File: src/rtl/pipe_control_unit_pkg.sv
// Shared encodings and per-stage control records for the pipelined control unit.
package pipe_ctrl_pkg;

    localparam int RA_W = 5;

    localparam logic [6:0] OP_LOAD   = 7'b0000011;
    localparam logic [6:0] OP_IMM    = 7'b0010011;
    localparam logic [6:0] OP_STORE  = 7'b0100011;
    localparam logic [6:0] OP_REG    = 7'b0110011;
    localparam logic [6:0] OP_BRANCH = 7'b1100011;
    localparam logic [6:0] OP_JAL    = 7'b1101111;
    localparam logic [6:0] OP_JALR   = 7'b1100111;

    typedef enum logic [2:0] {
        ALU_ADD = 3'b000,
        ALU_SUB = 3'b001,
        ALU_AND = 3'b010,
        ALU_OR  = 3'b011,
        ALU_SLT = 3'b101,
        ALU_NOP = 3'b111
    } alu_op_e;

    typedef enum logic [1:0] {
        IMM_I = 2'b00,
        IMM_S = 2'b01,
        IMM_B = 2'b10,
        IMM_J = 2'b11
    } imm_src_e;

    localparam logic [3:0] MEM_WR_NONE = 4'b0000;
    localparam logic [3:0] MEM_WR_BYTE = 4'b0001;
    localparam logic [3:0] MEM_WR_WORD = 4'b1111;
    localparam logic [2:0] MEM_RD_BYTE = 3'b000;
    localparam logic [2:0] MEM_RD_NONE = 3'b111;

    // Full control set for one instruction, as held in ID/EX.
    typedef struct packed {
        logic            reg_write;
        logic [3:0]      mem_write;
        logic [2:0]      mem_read;
        logic            mem_src;
        logic            jal;
        logic            jalr;
        logic            beq;
        logic            bne;
        alu_op_e         alu_ctrl;
        logic            alu_src;
        logic [RA_W-1:0] rd;
        logic [RA_W-1:0] rs1;
        logic [RA_W-1:0] rs2;
    } ctrl_t;

    // Subset still needed once the instruction leaves E.
    typedef struct packed {
        logic            reg_write;
        logic [3:0]      mem_write;
        logic [2:0]      mem_read;
        logic            mem_src;
        logic [RA_W-1:0] rd;
    } mem_ctrl_t;

    typedef struct packed {
        logic            reg_write;
        logic            mem_src;
        logic [RA_W-1:0] rd;
    } wb_ctrl_t;

    localparam ctrl_t CTRL_BUBBLE = '{
        reg_write: 1'b0, mem_write: MEM_WR_NONE, mem_read: MEM_RD_NONE,
        mem_src: 1'b0, jal: 1'b0, jalr: 1'b0, beq: 1'b0, bne: 1'b0,
        alu_ctrl: ALU_NOP, alu_src: 1'b0, rd: '0, rs1: '0, rs2: '0
    };

    localparam mem_ctrl_t MEM_BUBBLE = '{
        reg_write: 1'b0, mem_write: MEM_WR_NONE, mem_read: MEM_RD_NONE,
        mem_src: 1'b0, rd: '0
    };

    localparam wb_ctrl_t WB_BUBBLE = '{reg_write: 1'b0, mem_src: 1'b0, rd: '0};

    // funct3 (plus funct7[5] for register ops) to ALU operation.
    function automatic alu_op_e alu_decode(input logic [2:0] funct3, input logic sub);
        case (funct3)
            3'b000:  return sub ? ALU_SUB : ALU_ADD;
            3'b111:  return ALU_AND;
            3'b110:  return ALU_OR;
            3'b010:  return ALU_SLT;
            default: return ALU_NOP;
        endcase
    endfunction

endpackage

File: src/rtl/pipe_control_unit_if.sv
// Control unit <-> datapath signal bundle.
interface pipe_control_unit_if #(
    parameter int DATA_WIDTH     = 32,
    parameter int REG_ADDR_WIDTH = 5
);
    logic [DATA_WIDTH-1:0]     instr_d;
    logic                      eq_e;
    logic [1:0]                imm_src_d;
    logic                      stall_f;
    logic                      stall_d;
    logic                      flush_d;
    logic [2:0]                alu_ctrl_e;
    logic                      alu_src_e;
    logic                      pc_src_e;
    logic                      jal_e;
    logic                      jalr_e;
    logic [1:0]                forward_a_e;
    logic [1:0]                forward_b_e;
    logic [3:0]                mem_write_m;
    logic [2:0]                mem_read_m;
    logic                      reg_write_m;
    logic [REG_ADDR_WIDTH-1:0] rd_m;
    logic                      reg_write_w;
    logic                      mem_src_w;
    logic [REG_ADDR_WIDTH-1:0] rd_w;

    modport master (
        input  instr_d, eq_e,
        output imm_src_d, stall_f, stall_d, flush_d, alu_ctrl_e, alu_src_e,
               pc_src_e, jal_e, jalr_e, forward_a_e, forward_b_e,
               mem_write_m, mem_read_m, reg_write_m, rd_m,
               reg_write_w, mem_src_w, rd_w
    );

    modport slave (
        output instr_d, eq_e,
        input  imm_src_d, stall_f, stall_d, flush_d, alu_ctrl_e, alu_src_e,
               pc_src_e, jal_e, jalr_e, forward_a_e, forward_b_e,
               mem_write_m, mem_read_m, reg_write_m, rd_m,
               reg_write_w, mem_src_w, rd_w
    );
endinterface

File: src/rtl/pipe_control_unit_hazard.sv
// Load-use stall, control-hazard flush and operand forwarding selects.
module hazard_unit #(
    parameter int REG_ADDR_WIDTH = 5
) (
    input  logic [REG_ADDR_WIDTH-1:0] rs1_d,
    input  logic [REG_ADDR_WIDTH-1:0] rs2_d,
    input  logic                      use_rs2_d,
    input  logic                      load_e,
    input  logic [REG_ADDR_WIDTH-1:0] rd_e,
    input  logic [REG_ADDR_WIDTH-1:0] rs1_e,
    input  logic [REG_ADDR_WIDTH-1:0] rs2_e,
    input  logic                      pc_src_e,
    input  logic                      reg_write_m,
    input  logic [REG_ADDR_WIDTH-1:0] rd_m,
    input  logic                      reg_write_w,
    input  logic [REG_ADDR_WIDTH-1:0] rd_w,
    output logic                      stall_f,
    output logic                      stall_d,
    output logic                      flush_d,
    output logic [1:0]                forward_a_e,
    output logic [1:0]                forward_b_e
);

    // M wins over W so the youngest producer is forwarded.
    function automatic logic [1:0] fwd_sel(input logic [REG_ADDR_WIDTH-1:0] rs);
        if (reg_write_m && rd_m != '0 && rd_m == rs)
            return 2'b10;
        else if (reg_write_w && rd_w != '0 && rd_w == rs)
            return 2'b01;
        else
            return 2'b00;
    endfunction

    logic load_use;

    // A redirect discards the D instruction anyway, so it overrides the stall.
    always_comb begin
        load_use    = load_e && (rd_e != '0) &&
                      ((rd_e == rs1_d) || (use_rs2_d && (rd_e == rs2_d)));
        flush_d     = pc_src_e;
        stall_f     = load_use && !pc_src_e;
        stall_d     = load_use && !pc_src_e;
        forward_a_e = fwd_sel(rs1_e);
        forward_b_e = fwd_sel(rs2_e);
    end

endmodule

File: src/rtl/pipe_control_unit.sv
// Five-stage control: D-stage decode, ID/EX, EX/MEM, MEM/WB control registers.
module pipe_control_unit
    import pipe_ctrl_pkg::*;
#(
    parameter int DATA_WIDTH     = 32,
    parameter int REG_ADDR_WIDTH = 5
) (
    input  logic               clk,
    input  logic               rst_n,
    pipe_control_unit_if.master bus
);

    logic [DATA_WIDTH-1:0] instr;
    logic [6:0]            opcode;
    logic [2:0]            funct3;
    logic                  unused_instr;
    ctrl_t                 ctrl_d;
    ctrl_t                 ctrl_e;
    mem_ctrl_t             ctrl_m;
    wb_ctrl_t              ctrl_w;
    imm_src_e              imm_src;
    logic                  use_rs2_d;
    logic                  pc_src;
    logic                  bubble_e;

    assign instr        = bus.instr_d;
    assign opcode       = instr[6:0];
    assign funct3       = instr[14:12];
    assign unused_instr = ^{instr[31], instr[29:25]};

    // Decode; anything outside the supported opcodes stays a bubble.
    always_comb begin
        ctrl_d    = CTRL_BUBBLE;
        imm_src   = IMM_I;
        use_rs2_d = 1'b0;
        case (opcode)
            OP_LOAD, OP_IMM, OP_STORE, OP_REG, OP_BRANCH, OP_JAL, OP_JALR: begin
                ctrl_d.rd  = instr[11:7];
                ctrl_d.rs1 = instr[19:15];
                ctrl_d.rs2 = instr[24:20];
            end
            default: ;
        endcase
        case (opcode)
            OP_LOAD: begin
                ctrl_d.reg_write = 1'b1;
                ctrl_d.alu_ctrl  = ALU_ADD;
                ctrl_d.alu_src   = 1'b1;
                ctrl_d.mem_src   = 1'b1;
                ctrl_d.mem_read  = (funct3 == 3'b000) ? MEM_RD_BYTE : MEM_RD_NONE;
            end
            OP_IMM: begin
                ctrl_d.reg_write = 1'b1;
                ctrl_d.alu_ctrl  = alu_decode(funct3, 1'b0);
                ctrl_d.alu_src   = 1'b1;
            end
            OP_STORE: begin
                ctrl_d.alu_ctrl  = ALU_ADD;
                ctrl_d.alu_src   = 1'b1;
                ctrl_d.mem_write = (funct3 == 3'b010) ? MEM_WR_WORD :
                                   (funct3 == 3'b000) ? MEM_WR_BYTE : MEM_WR_NONE;
                imm_src          = IMM_S;
                use_rs2_d        = 1'b1;
            end
            OP_REG: begin
                ctrl_d.reg_write = 1'b1;
                ctrl_d.alu_ctrl  = alu_decode(funct3, instr[30]);
                use_rs2_d        = 1'b1;
            end
            OP_BRANCH: begin
                ctrl_d.beq = (funct3 == 3'b000);
                ctrl_d.bne = (funct3 == 3'b001);
                imm_src    = IMM_B;
                use_rs2_d  = 1'b1;
            end
            OP_JAL: begin
                ctrl_d.reg_write = 1'b1;
                ctrl_d.jal       = 1'b1;
                imm_src          = IMM_J;
            end
            OP_JALR: begin
                ctrl_d.reg_write = 1'b1;
                ctrl_d.jalr      = 1'b1;
                ctrl_d.alu_ctrl  = ALU_ADD;
                ctrl_d.alu_src   = 1'b1;
            end
            default: ;
        endcase
    end

    // Redirect decision from the E-stage control and the datapath comparator.
    always_comb begin
        pc_src = (ctrl_e.beq & bus.eq_e) | (ctrl_e.bne & ~bus.eq_e) |
                 ctrl_e.jal | ctrl_e.jalr;
    end

    hazard_unit #(
        .REG_ADDR_WIDTH(REG_ADDR_WIDTH)
    ) u_hazard (
        .rs1_d       (ctrl_d.rs1),
        .rs2_d       (ctrl_d.rs2),
        .use_rs2_d   (use_rs2_d),
        .load_e      (ctrl_e.mem_src),
        .rd_e        (ctrl_e.rd),
        .rs1_e       (ctrl_e.rs1),
        .rs2_e       (ctrl_e.rs2),
        .pc_src_e    (pc_src),
        .reg_write_m (ctrl_m.reg_write),
        .rd_m        (ctrl_m.rd),
        .reg_write_w (ctrl_w.reg_write),
        .rd_w        (ctrl_w.rd),
        .stall_f     (bus.stall_f),
        .stall_d     (bus.stall_d),
        .flush_d     (bus.flush_d),
        .forward_a_e (bus.forward_a_e),
        .forward_b_e (bus.forward_b_e)
    );

    // Both a stall and a flush leave an empty slot in E.
    assign bubble_e = bus.stall_d | bus.flush_d;

    // Stage registers; M and W always advance.
    always_ff @(posedge clk or negedge rst_n) begin
        if (!rst_n) begin
            ctrl_e <= CTRL_BUBBLE;
            ctrl_m <= MEM_BUBBLE;
            ctrl_w <= WB_BUBBLE;
        end else begin
            ctrl_e           <= bubble_e ? CTRL_BUBBLE : ctrl_d;
            ctrl_m.reg_write <= ctrl_e.reg_write;
            ctrl_m.mem_write <= ctrl_e.mem_write;
            ctrl_m.mem_read  <= ctrl_e.mem_read;
            ctrl_m.mem_src   <= ctrl_e.mem_src;
            ctrl_m.rd        <= ctrl_e.rd;
            ctrl_w.reg_write <= ctrl_m.reg_write;
            ctrl_w.mem_src   <= ctrl_m.mem_src;
            ctrl_w.rd        <= ctrl_m.rd;
        end
    end

    assign bus.imm_src_d   = imm_src;
    assign bus.alu_ctrl_e  = ctrl_e.alu_ctrl;
    assign bus.alu_src_e   = ctrl_e.alu_src;
    assign bus.pc_src_e    = pc_src;
    assign bus.jal_e       = ctrl_e.jal;
    assign bus.jalr_e      = ctrl_e.jalr;
    assign bus.mem_write_m = ctrl_m.mem_write;
    assign bus.mem_read_m  = ctrl_m.mem_read;
    assign bus.reg_write_m = ctrl_m.reg_write;
    assign bus.rd_m        = ctrl_m.rd;
    assign bus.reg_write_w = ctrl_w.reg_write;
    assign bus.mem_src_w   = ctrl_w.mem_src;
    assign bus.rd_w        = ctrl_w.rd;

endmodule
File: src/flat_wrapper.sv
// flat-port wrapper written by rule: the top's interface ports become plain ports
module pipe_control_unit_flat import pipe_ctrl_pkg::*;
#(
    parameter int DATA_WIDTH     = 32,
    parameter int REG_ADDR_WIDTH = 5
)
  (clk, rst_n, bus_instr_d, bus_eq_e, bus_imm_src_d, bus_stall_f, bus_stall_d, bus_flush_d, bus_alu_ctrl_e, bus_alu_src_e, bus_pc_src_e, bus_jal_e, bus_jalr_e, bus_forward_a_e, bus_forward_b_e, bus_mem_write_m, bus_mem_read_m, bus_reg_write_m, bus_rd_m, bus_reg_write_w, bus_mem_src_w, bus_rd_w);
  pipe_control_unit_if #(.DATA_WIDTH(DATA_WIDTH), .REG_ADDR_WIDTH(REG_ADDR_WIDTH)) bus_i ();
  input  logic clk;
  input  logic rst_n;
  input wire logic [$bits(bus_i.instr_d)-1:0] bus_instr_d;
  input wire logic [$bits(bus_i.eq_e)-1:0] bus_eq_e;
  output wire logic [$bits(bus_i.imm_src_d)-1:0] bus_imm_src_d;
  output wire logic [$bits(bus_i.stall_f)-1:0] bus_stall_f;
  output wire logic [$bits(bus_i.stall_d)-1:0] bus_stall_d;
  output wire logic [$bits(bus_i.flush_d)-1:0] bus_flush_d;
  output wire logic [$bits(bus_i.alu_ctrl_e)-1:0] bus_alu_ctrl_e;
  output wire logic [$bits(bus_i.alu_src_e)-1:0] bus_alu_src_e;
  output wire logic [$bits(bus_i.pc_src_e)-1:0] bus_pc_src_e;
  output wire logic [$bits(bus_i.jal_e)-1:0] bus_jal_e;
  output wire logic [$bits(bus_i.jalr_e)-1:0] bus_jalr_e;
  output wire logic [$bits(bus_i.forward_a_e)-1:0] bus_forward_a_e;
  output wire logic [$bits(bus_i.forward_b_e)-1:0] bus_forward_b_e;
  output wire logic [$bits(bus_i.mem_write_m)-1:0] bus_mem_write_m;
  output wire logic [$bits(bus_i.mem_read_m)-1:0] bus_mem_read_m;
  output wire logic [$bits(bus_i.reg_write_m)-1:0] bus_reg_write_m;
  output wire logic [$bits(bus_i.rd_m)-1:0] bus_rd_m;
  output wire logic [$bits(bus_i.reg_write_w)-1:0] bus_reg_write_w;
  output wire logic [$bits(bus_i.mem_src_w)-1:0] bus_mem_src_w;
  output wire logic [$bits(bus_i.rd_w)-1:0] bus_rd_w;
  assign bus_i.instr_d = bus_instr_d;
  assign bus_i.eq_e = bus_eq_e;
  assign bus_imm_src_d = bus_i.imm_src_d;
  assign bus_stall_f = bus_i.stall_f;
  assign bus_stall_d = bus_i.stall_d;
  assign bus_flush_d = bus_i.flush_d;
  assign bus_alu_ctrl_e = bus_i.alu_ctrl_e;
  assign bus_alu_src_e = bus_i.alu_src_e;
  assign bus_pc_src_e = bus_i.pc_src_e;
  assign bus_jal_e = bus_i.jal_e;
  assign bus_jalr_e = bus_i.jalr_e;
  assign bus_forward_a_e = bus_i.forward_a_e;
  assign bus_forward_b_e = bus_i.forward_b_e;
  assign bus_mem_write_m = bus_i.mem_write_m;
  assign bus_mem_read_m = bus_i.mem_read_m;
  assign bus_reg_write_m = bus_i.reg_write_m;
  assign bus_rd_m = bus_i.rd_m;
  assign bus_reg_write_w = bus_i.reg_write_w;
  assign bus_mem_src_w = bus_i.mem_src_w;
  assign bus_rd_w = bus_i.rd_w;
  pipe_control_unit #(.DATA_WIDTH(DATA_WIDTH), .REG_ADDR_WIDTH(REG_ADDR_WIDTH)) u_core (.clk(clk), .rst_n(rst_n), .bus(bus_i));
endmodule
File: config.mk
export PLATFORM = sky130hd
export DESIGN_NAME = pipe_control_unit_flat
export DESIGN_NICKNAME = d
export VERILOG_FILES = /design/src/rtl/pipe_control_unit_pkg.sv /design/src/rtl/pipe_control_unit_if.sv /design/src/rtl/pipe_control_unit_hazard.sv /design/src/rtl/pipe_control_unit.sv /design/src/flat_wrapper.sv
export SDC_FILE = /design/constraint.sdc
export NUM_CORES = 1
export LEC_CHECK = 0
export ABC_CLOCK_PERIOD_IN_PS = 4600
export CAP_MARGIN = 10
export CORE_ASPECT_RATIO = 1.5
export CORE_UTILIZATION = 25
export CTS_CLUSTER_SIZE = 40
export DETAILED_ROUTE_END_ITERATION = 8
export GPL_ROUTABILITY_DRIVEN = 0
export GPL_TIMING_DRIVEN = 0
export RECOVER_POWER = 100
export SYNTH_ARGS = -nofsm -noshare
export SYNTH_HDL_FRONTEND = slang
export SYNTH_SLANG_ARGS = --single-unit
File: constraint.sdc
create_clock -name clk -period 4.6 [get_ports clk]
set_clock_uncertainty 0.05 [all_clocks]
set_input_delay 0.92 -clock clk [delete_from_list [all_inputs] [get_ports clk]]
set_output_delay 0.92 -clock clk [all_outputs]
set_load 0.005 [all_outputs]
==> results of run 1 <==
[through the flow]
step / hold WS (ns) / setup TNS, ns
6_report: 0.298 / 0
5_1_grt: 0.317 / 0
4_1_cts: 0.300 / 0
3_5_place_dp: 0.286 / -0.453
3_3_place_gp: 0.284 / -0.406
2_1_floorplan: 0.281 / 0
[sequential cells by signal, indices dropped and copies added, names as in the netlist]
signal and cells:
u_core.bus.rd_w 5, u_core.bus.alu_ctrl_e 3, u_core.ctrl_e 22, u_core.bus.mem_src_w 1, u_core.bus.reg_write_w 1, u_core.ctrl_m 1
u_core.bus.jalr_e 1, u_core.bus.alu_src_e 1, u_core.bus.mem_write_m 2, u_core.bus.jal_e 1, u_core.bus.reg_write_m 1, u_core.bus.rd_m 5
u_core.bus.mem_read_m 1
[cell type report]
type | instances | area [um^2] | area share (%)
Tap cell | 107 | 134 | 4.21
Timing Repair Buffer | 72 | 682 | 21.5
Sequential cell | 45 | 1130 | 35.6
Multi-Input combinational cell | 128 | 891 | 28.0
Inverter | 8 | 30.0 | 0.945
Clock inverter | 3 | 21.3 | 0.670
Clock buffer | 5 | 125 | 3.94
Buffer | 24 | 161 | 5.08
[routing by layer]
layer | GRT usage [%] | part of all wire [%] | vias up
li1 | - | - | 888
met1 | 13.2 | 38 | 868
met2 | 20.9 | 55 | 70
met3 | 2.64 | 5.8 | 5
met4 | 5.57 | 1.6 | 0
met5 | 0 | 0 | -
[how the worst min path moves through the flow]
stage / to / slack (ns)
finish: u_core.bus.mem_write_m[2]$_DFF_PN0_ / 0.30
global route: u_core.bus.mem_write_m[2]$_DFF_PN0_ / 0.32
CTS: u_core.bus.mem_write_m[2]$_DFF_PN0_ / 0.30
detailed placement: u_core.bus.mem_write_m[2]$_DFF_PN0_ / 0.29
global placement: u_core.bus.mem_write_m[0]$_DFF_PN0_ / 0.28
floorplan: u_core.bus.mem_src_w$_DFF_PN0_ / 0.28
[cells by family after synthesis]
kind of cell	share of synthesized area [%]
XOR/XNOR	8.64
buffers and inverters	9.09
AO/OA/AOI/OAI	8.13
AND/OR/NAND/NOR	23.4
flip-flops	50.8
[Yosys cell counts (2+ instances only)]
cell type / number / share of area [%]
sky130_fd_sc_hd__dfrtp_1: 40 / 45
sky130_fd_sc_hd__and4_1: 18 / 7.1
sky130_fd_sc_hd__buf_4: 18 / 6.1
sky130_fd_sc_hd__xor2_1: 16 / 6.3
sky130_fd_sc_hd__nand2_1: 11 / 1.9
sky130_fd_sc_hd__or4_1: 9 / 3.0
sky130_fd_sc_hd__a21oi_1: 8 / 1.8
sky130_fd_sc_hd__inv_1: 8 / 1.3
sky130_fd_sc_hd__nand3_1: 8 / 1.8
sky130_fd_sc_hd__nor2_1: 7 / 1.2
sky130_fd_sc_hd__o21ai_0: 7 / 1.6
sky130_fd_sc_hd__nor4_1: 6 / 1.7
sky130_fd_sc_hd__xnor2_1: 6 / 2.4
sky130_fd_sc_hd__dfstp_2: 5 / 5.9
sky130_fd_sc_hd__and2_1: 4 / 1.1
sky130_fd_sc_hd__clkbuf_1: 4 / 0.67
sky130_fd_sc_hd__nand4_1: 4 / 1.1
sky130_fd_sc_hd__nor2b_1: 3 / 0.84
sky130_fd_sc_hd__nor3_1: 3 / 0.67
sky130_fd_sc_hd__and3_1: 2 / 0.56
sky130_fd_sc_hd__buf_6: 2 / 1.0
[worst reg2reg max path, stage by stage (launching register included)]
cell and delay, ns:
sky130_fd_sc_hd__dfrtp_1 0.45, sky130_fd_sc_hd__or4_1 0.48, sky130_fd_sc_hd__o21ai_0 0.30, sky130_fd_sc_hd__a221oi_1 0.09, sky130_fd_sc_hd__a22oi_1 0.27, sky130_fd_sc_hd__buf_4 0.15
sky130_fd_sc_hd__clkbuf_1 0.31, sky130_fd_sc_hd__clkbuf_1 0.37, sky130_fd_sc_hd__and4_1 0.29
[power by group]
| part | internal (mW) | leakage [nW] | switching, mW |
|---|---|---|---|
| registers | 0.402 | 0.606 | 0.00583 |
| clock network | 0.202 | 0.0702 | 0.143 |
| logic | 0.0416 | 0.862 | 0.0357 |
| total | 0.646 | 1.54 | 0.185 |
[timing repair]
item,in CTS,in global routing
gates resized for setup,8,1
hold buffers,0,0
pin swaps,3,2
endpoints found under the setup margin,2,2
buffers inserted,6,0
==> results.py, run 1 <==
metrics = {
    "die": {
        "coreArea_um2": 8520,
        "floorplan.die.height_um": 118,
        "io_pins": 71,
        "horizontal_extent_of_the_die_um": 79.1,
        "floorplan.rows": 41,
        "floorplan.die_area_um2": 9310,
        "initial_core_util_pct": 26.2,
    },
    "sta": {
        "max_slew.worst_pin.slew_ns": 2.08,
        "post-route-period-util_pct": 96.0,
        "max_clock_freq_mhz": 226,
        "rsz_0062_raised_after_global_routing": "false",
        "hold_viol": 0,
        "max-slew-margin-rel_pct": -38.9,
        "finalWorstSetupSlack_ns": 0.182,
        "finalWorstPathRequiredPeriod_ns": 4.42,
        "drv_slew": 43,
        "finalSetupViolCount": 0,
    },
    "logic_synthesis": {
        "yosys.cell_types.count": 37,
        "postSynth.topFlopCell": "sky130_fd_sc_hd__dfrtp_1",
        "postSynthAreaPerCell_um2": 10.9,
        "synth_edf_count": 0,
        "mappedNetlistArea_um2": 2230,
        "ys_seq_area_share_pct": 50.8,
        "synth_cells": 205,
        "asyncSetResetFlopFracSynth_pct": 100,
        "synth-warning-count": 0,
        "synth_fp_nets": 240,
        "ys_ff_latch": 45,
    },
    "setup_path": {
        "startpoint_class_of_the_critical_path": "input pin",
        "rr_startpoint": "u_core.ctrl_e[12]$_DFF_PN0_",
        "worstSetupStartpoint": "bus_instr_d[4]",
        "setup.worst_path.end_class": "primary output",
        "crit-reg2reg-capture": "u_core.bus.alu_src_e$_DFF_PN0_",
        "worst_path_largest_cell_delay_ns": 0.57,
        "crit_cells": 11,
        "timing.critical_path.cells": "dlygate4sd2_1, nand3b_2, a211oi_4, buf_6, buf_4, buf_4, a221oi_1, a22oi_1, clkbuf_1, nor2_2, dlygate4sd3_1",
        "critical_path_arrival_ns": 3.45,
        "worstRegToRegCells": 8,
        "timing.critical_path.fanout_max": 8,
        "worst_path_most_repeated_cell": "sky130_fd_sc_hd__buf_4",
        "regToRegSetupSlack_ns": 1.78,
        "critical_path.slowest_cell": "sky130_fd_sc_hd__dlygate4sd3_1",
        "cp.required_ns": 3.63,
        "crit_type": "input pin to primary output",
        "critPathTopFamily": "buffers and inverters",
        "worstSetupEndpoint": "bus_stall_d",
        "critical_path.n_buffers_inverters": 6,
    },
    "placement": {
        "place.detailed.instances": 378,
        "port_buffers": 64,
        "preCtsSetupSlack_ns": -0.270,
        "hpwlAfterDp_mm": 4.14,
        "detailed_place.area_um2": 3030,
    },
    "final_layout": {
        "most-common-layout-cells": "40 x sky130_fd_sc_hd__dfrtp_1, 30 x sky130_fd_sc_hd__clkdlybuf4s50_1, 28 x sky130_fd_sc_hd__dlygate4sd3_1",
        "final_layout_size_suffix_gt1_share_pct": 14.4,
        "final-instance-count-excl-fill": 392,
        "num-nets-final": 319,
        "post-route-cell-area_um2": 3180,
        "fillers": 911,
        "areaGrowthSynthToFinish_pct": 42.4,
        "layout.core_utilization_pct": 37.3,
        "layout_commonest_cell": "sky130_fd_sc_hd__dfrtp_1",
        "num_antenna_cells": 0,
    },
    "routing": {
        "drt_first_pass_iters": 4,
        "post_detailed_routing_wire_length_mm": 5.19,
        "avgViaCountPerCell": 4.67,
        "initialDrtViolationCount": 55,
        "routed-via-count": 1831,
        "post_detailed_route_wirelength_per_cell_um": 13.2,
        "drc": 0,
        "drtAntennaViolNets": 0,
    },
    "cts": {
        "cts_root_buf": "sky130_fd_sc_hd__clkbuf_16",
        "cts_tree": "yes",
        "clk-insertion-delay-late_ns": 0.28,
        "cts.sink_count": 45,
        "h-tree-depth": 2,
        "clk_pin_slew_worst_paths_ns": 0.06,
        "cts_inserted_buffers": 5,
        "clk_path_buf_depth": 2,
    },
    "hold_path": {
        "min-delay-start": "u_core.ctrl_e[29]$_DFF_PN0_",
        "min_path_type": "flop to flop",
        "worstHoldPathCells": 0,
    },
    "pwr": {
        "power.density_cell_area_nw_per_um2": 261,
        "vdd_drop_max_v": 0.000135,
        "total_leakage_power_nw": 1.54,
        "finalPower_uw": 831,
    },
    "grt": {
        "first_global_vias": 1743,
        "first_pass_grt_wire_length_mm": 8.47,
        "global_route.usage.total_pct": 11.9,
        "initial_antenna_violation_count": 0,
        "largest_net_degree_at_the_start_of_global_routing": 43,
        "grt_overflow": 0,
    },
    "status": {
        "failed_checks": "capacitance limit, slew limit",
        "outcome": "complete, but fails checks",
    },
    "run": {
        "timing.max_cap.violations": 1,
    },
}
(Power assumes the default switching activity.)
==> run 2, diff against run 1 <==
- ABC_CLOCK_PERIOD_IN_PS: 4600 -> 5000
- clock period: 4.6 -> 5 ns (I/O delays scaled with it)
==> run 2 against run 1 <==
  * The run still ends with capacitance limit, slew limit left
  * Sequential power fell by 8.1%
  * Clock power is 8.1% lower
  * Clock-buffer cell count did not move
  * Critical path type unchanged
==> results.py, run 2 (same netlist as run 1, synthesis figures left out) <==
metrics = {
    "status": {
        "outcome": "complete, but fails checks",
        "failed_checks": "capacitance limit, slew limit",
    },
    "placement": {
        "hpwlAfterDp_mm": 4.14,
        "detailed_place.area_um2": 3030,
        "preCtsSetupSlack_ns": -0.0299,
        "port_buffers": 64,
        "place.detailed.instances": 378,
    },
    "die": {
        "io_pins": 71,
        "initial_core_util_pct": 26.2,
        "floorplan.die.height_um": 118,
        "floorplan.die_area_um2": 9310,
        "coreArea_um2": 8520,
        "floorplan.rows": 41,
        "horizontal_extent_of_the_die_um": 79.1,
    },
    "sta": {
        "finalSetupTns_ns": 0,
        "max-slew-margin-rel_pct": -39.9,
        "max_clock_freq_mhz": 206,
        "max_slew.worst_pin.slew_ns": 2.10,
        "post-route-period-util_pct": 97.2,
        "finalWorstPathRequiredPeriod_ns": 4.86,
        "drv_slew": 43,
        "finalWorstSetupSlack_ns": 0.142,
        "hold_viol": 0,
        "finalSetupViolCount": 0,
    },
    "grt": {
        "first_global_vias": 1717,
        "global_route.usage.total_pct": 11.8,
        "largest_net_degree_at_the_start_of_global_routing": 43,
        "initial_antenna_violation_count": 0,
        "grt_overflow": 0,
        "first_pass_grt_wire_length_mm": 8.41,
    },
    "routing": {
        "routed-via-count": 1793,
        "post_detailed_route_wirelength_per_cell_um": 13.2,
        "avgViaCountPerCell": 4.62,
        "post_detailed_routing_wire_length_mm": 5.11,
        "initialDrtViolationCount": 58,
        "drtAntennaViolNets": 0,
        "drc": 0,
        "drt_first_pass_iters": 5,
    },
    "setup_path": {
        "critical_path_arrival_ns": 3.81,
        "cp.required_ns": 3.95,
        "startpoint_class_of_the_critical_path": "input pin",
        "crit_type": "input pin to primary output",
        "setup.worst_path.end_class": "primary output",
        "timing.critical_path.fanout_max": 10,
    },
    "final_layout": {
        "fillers": 908,
        "final-instance-count-excl-fill": 388,
        "top_register": "u_core.ctrl_e",
        "final_layout_size_suffix_gt1_share_pct": 14.9,
        "num-nets-final": 315,
        "number_of_flip_flops_in_the_largest_register": 22,
        "areaGrowthSynthToFinish_pct": 42.5,
        "post-route-cell-area_um2": 3180,
        "most-common-layout-cells": "40 x sky130_fd_sc_hd__clkdlybuf4s50_1, 40 x sky130_fd_sc_hd__dfrtp_1, 21 x sky130_fd_sc_hd__dlygate4sd3_1",
        "num_antenna_cells": 0,
    },
    "pwr": {
        "total_leakage_power_nw": 1.51,
        "power.density_cell_area_nw_per_um2": 240,
        "finalPower_uw": 764,
        "vdd_drop_max_v": 0.000126,
    },
    "cts": {
        "cts_inserted_buffers": 5,
        "cts.sink_count": 45,
        "clk_pin_slew_worst_paths_ns": 0.06,
        "cts_hold_repair.buffers": 0,
        "cts_root_buf": "sky130_fd_sc_hd__clkbuf_16",
        "cts_tree": "yes",
        "clk_path_buf_depth": 2,
        "h-tree-depth": 2,
        "clk-insertion-delay-late_ns": 0.28,
    },
    "run": {
        "timing.max_cap.violations": 1,
    },
    "hold_path": {
        "min_path_type": "flop to flop",
    },
}
run 2: path summary, 6_finish.rpt:
kind | cells after the start | from | end | slack (ns)
max reg2reg | 8 | u_core.ctrl_e[12]$_DFF_PN0_ | u_core.bus.alu_src_e$_DFF_PN0_ | 2.66
min reg2reg | 0 | u_core.ctrl_e[29]$_DFF_PN0_ | u_core.bus.mem_write_m[2]$_DFF_PN0_ | 0.30
max | 11 | bus_instr_d[2] | bus_stall_f | 0.14
max in group asynchronous | 2 | rst_n | u_core.ctrl_e[2]$_DFF_PN0_ | 2.21
min | 0 | u_core.ctrl_e[29]$_DFF_PN0_ | u_core.bus.mem_write_m[2]$_DFF_PN0_ | 0.30
min in group asynchronous | 1 | rst_n | u_core.bus.alu_ctrl_e[0]$_DFF_PN1_ | 0.68
run 2: routing by layer:
| layer | track usage (%) | share of wire, % | vias up |
|---|---|---|---|
| met3 | 2.40 | 5.2 | 5 |
| met5 | 0 | 0 | - |
| met4 | 5.45 | 1.6 | 0 |
| met2 | 20.7 | 54 | 55 |
| met1 | 13.2 | 39 | 857 |
| li1 | - | - | 876 |
run 2: cell type report:
type / instances / area, um^2 / share of cell area [%]
buffer: 24 / 178 / 5.59
clock buffer: 5 / 125 / 3.94
clock inverter: 3 / 21.3 / 0.669
inverter: 8 / 30.0 / 0.945
multi-input combinational: 128 / 898 / 28.3
sequential: 45 / 1130 / 35.6
tap: 107 / 134 / 4.21
timing repair buffer: 68 / 659 / 20.7
run 2: timing repair:
item                       4_1_cts  5_1_grt
setup endpoints to repair        1        2
hold endpoints to repair         0        0
resized for setup                2        4
pin swaps                        1        3
buffers inserted                 0        2
run 2: worst max-delay path, cell delays in order:
cell and delay (ns):
sky130_fd_sc_hd__clkdlybuf4s50_1 0.48, sky130_fd_sc_hd__or2_1 0.28, sky130_fd_sc_hd__a211oi_4 0.41, sky130_fd_sc_hd__buf_6 0.18, sky130_fd_sc_hd__a21oi_1 0.08, sky130_fd_sc_hd__nor4_1 0.29
sky130_fd_sc_hd__a22oi_1 0.17, sky130_fd_sc_hd__buf_2 0.21, sky130_fd_sc_hd__nor2_2 0.12, sky130_fd_sc_hd__buf_4 0.11, sky130_fd_sc_hd__clkdlybuf4s50_1 0.49
run 2: through the flow:
stage,hold slack [ns],util [%]
after floorplan,0.281,-
after global placement,0.284,35.3
after detailed placement,0.286,35.5
after CTS,0.300,37.2
after global routing,0.317,37.3
final,0.298,37.3
run 2: report_power, final:
| group | switching (mW) | internal [mW] | leakage, nW |
|---|---|---|---|
| Combinational | 0.0328 | 0.0385 | 0.834 |
| Sequential | 0.00539 | 0.370 | 0.606 |
| Clock | 0.132 | 0.186 | 0.0702 |
| Total | 0.170 | 0.594 | 1.51 |
==> run 3, diff against run 2 <==
- CTS_CLUSTER_DIAMETER: default -> 100
- GPL_TIMING_DRIVEN: 0 -> 1
==> run 3 against run 2 <==
  * The run still ends with capacitance limit, slew limit left
  * Largest power group unchanged
  * Largest cell class unchanged
  * Maximum frequency is 1.9% higher
  * Clock-buffer cell count grew 1
  * Sequential cell count unchanged
==> results.py, run 3 (same netlist as run 1, synthesis figures left out) <==
metrics = {
    "pwr": {
        "power.density_cell_area_nw_per_um2": 265,
        "vdd_drop_max_v": 0.000121,
        "total_leakage_power_nw": 1.47,
        "finalPower_uw": 810,
    },
    "cts": {
        "cts_root_buf": "sky130_fd_sc_hd__clkbuf_16",
        "h-tree-depth": 2,
        "cts_inserted_buffers": 5,
        "clk_path_buf_depth": 2,
        "clk_pin_slew_worst_paths_ns": 0.06,
        "cts.sink_count": 45,
        "clk-insertion-delay-late_ns": 0.28,
        "cts_hold_repair.buffers": 0,
        "cts_tree": "yes",
    },
    "routing": {
        "initialDrtViolationCount": 69,
        "post_detailed_route_wirelength_per_cell_um": 13.7,
        "drt_first_pass_iters": 4,
        "drc": 0,
        "routed-via-count": 1701,
        "avgViaCountPerCell": 4.61,
        "post_detailed_routing_wire_length_mm": 5.04,
        "drtAntennaViolNets": 0,
    },
    "grt": {
        "first_pass_grt_wire_length_mm": 8.43,
        "largest_net_degree_at_the_start_of_global_routing": 46,
        "global_route.usage.total_pct": 11.6,
        "first_global_vias": 1707,
        "grt_overflow": 0,
        "initial_antenna_violation_count": 0,
    },
    "setup_path": {
        "critical_path_arrival_ns": 3.71,
        "setup.worst_path.end_class": "primary output",
        "crit_type": "input pin to primary output",
        "startpoint_class_of_the_critical_path": "input pin",
        "regToRegSetupSlack_ns": 2.07,
        "timing.critical_path.fanout_max": 13,
        "cp.required_ns": 3.95,
    },
    "sta": {
        "finalWorstPathRequiredPeriod_ns": 4.76,
        "max_clock_freq_mhz": 210,
        "post-route-period-util_pct": 95.3,
        "max-slew-margin-rel_pct": -51.4,
        "hold-worst-slack_ns": 0.299,
        "finalSetupViolCount": 0,
        "max_slew.worst_pin.slew_ns": 2.27,
        "finalSetupTns_ns": 0,
        "hold_viol": 0,
        "drv_slew": 46,
        "rsz_0062_raised_after_global_routing": "false",
        "finalWorstSetupSlack_ns": 0.235,
    },
    "die": {
        "initial_core_util_pct": 26.2,
        "coreArea_um2": 8520,
        "io_pins": 71,
        "floorplan.die_area_um2": 9310,
        "floorplan.rows": 41,
        "horizontal_extent_of_the_die_um": 79.1,
        "floorplan.die.height_um": 118,
    },
    "final_layout": {
        "areaGrowthSynthToFinish_pct": 37.1,
        "num_antenna_cells": 0,
        "layout.core_utilization_pct": 35.9,
        "top_register": "u_core.ctrl_e",
        "layout_commonest_cell": "sky130_fd_sc_hd__dfrtp_1",
        "final-instance-count-excl-fill": 369,
        "post-route-cell-area_um2": 3060,
        "most-common-layout-cells": "40 x sky130_fd_sc_hd__dfrtp_1, 32 x sky130_fd_sc_hd__dlygate4sd3_1, 31 x sky130_fd_sc_hd__clkdlybuf4s50_1",
        "final_layout_size_suffix_gt1_share_pct": 9.16,
        "num-nets-final": 296,
        "number_of_flip_flops_in_the_largest_register": 22,
    },
    "placement": {
        "preCtsSetupSlack_ns": 0.0167,
        "port_buffers": 64,
        "hpwlAfterDp_mm": 3.98,
        "detailed_place.area_um2": 2880,
        "place.detailed.instances": 358,
    },
    "run": {
        "timing.max_cap.violations": 1,
    },
    "status": {
        "failed_checks": "capacitance limit, slew limit",
        "outcome": "complete, but fails checks",
    },
    "hold_path": {
        "min_path_type": "flop to flop",
    },
}
[run 3: final cells by class]
type,count,area [um^2]
Sequential cell,45,1130
Timing Repair Buffer,73,694
Clock inverter,2,38.8
Tap cell,107,134
Clock buffer,6,129
Fill cell,913,5460
Inverter,8,30.0
Multi-Input combinational cell,128,901
[run 3: path summary, 6_finish.rpt]
kind	from	end	depth (start not counted)
worst min register to register	u_core.ctrl_e[27]$_DFF_PN0_	u_core.bus.mem_write_m[0]$_DFF_PN0_	0
worst max-delay path	bus_instr_d[2]	bus_stall_f	9
max in group asynchronous	rst_n	u_core.bus.rd_m[2]$_DFF_PN0_	1
min in group asynchronous	rst_n	u_core.bus.alu_src_e$_DFF_PN0_	1
worst max register to register	u_core.ctrl_e[12]$_DFF_PN0_	u_core.bus.alu_src_e$_DFF_PN0_	6
worst min-delay path	u_core.ctrl_e[27]$_DFF_PN0_	u_core.bus.mem_write_m[0]$_DFF_PN0_	0
[run 3: power by group]
part | total, mW | internal [mW] | switching [mW]
Clock | 0.363 | 0.236 | 0.126
Sequential | 0.375 | 0.370 | 0.00532
Combinational | 0.0713 | 0.0385 | 0.0329
Total | 0.810 | 0.645 | 0.165
[run 3: per-layer routing]
metal	up-vias	share of wire (%)	global-route usage, %
li1	839	-	-
met1	793	37	12.9
met2	65	56	21.0
met3	4	6.1	2.64
met4	0	1.3	4.20
met5	-	0	0
[run 3: critical path, stage by stage]
cell                              delay [ns]
sky130_fd_sc_hd__clkdlybuf4s50_1        0.49
sky130_fd_sc_hd__and2b_1                0.30
sky130_fd_sc_hd__a211oi_4               0.06
sky130_fd_sc_hd__buf_4                  0.18
sky130_fd_sc_hd__or4_1                  0.42
sky130_fd_sc_hd__a2111oi_2              0.37
sky130_fd_sc_hd__a22oi_1                0.20
sky130_fd_sc_hd__nor2_1                 0.16
sky130_fd_sc_hd__clkdlybuf4s50_1        0.52
[run 3: repair_timing]
action	CTS	global route
resized for setup	0	0
buffers inserted	0	3
endpoints found under the setup margin	0	2
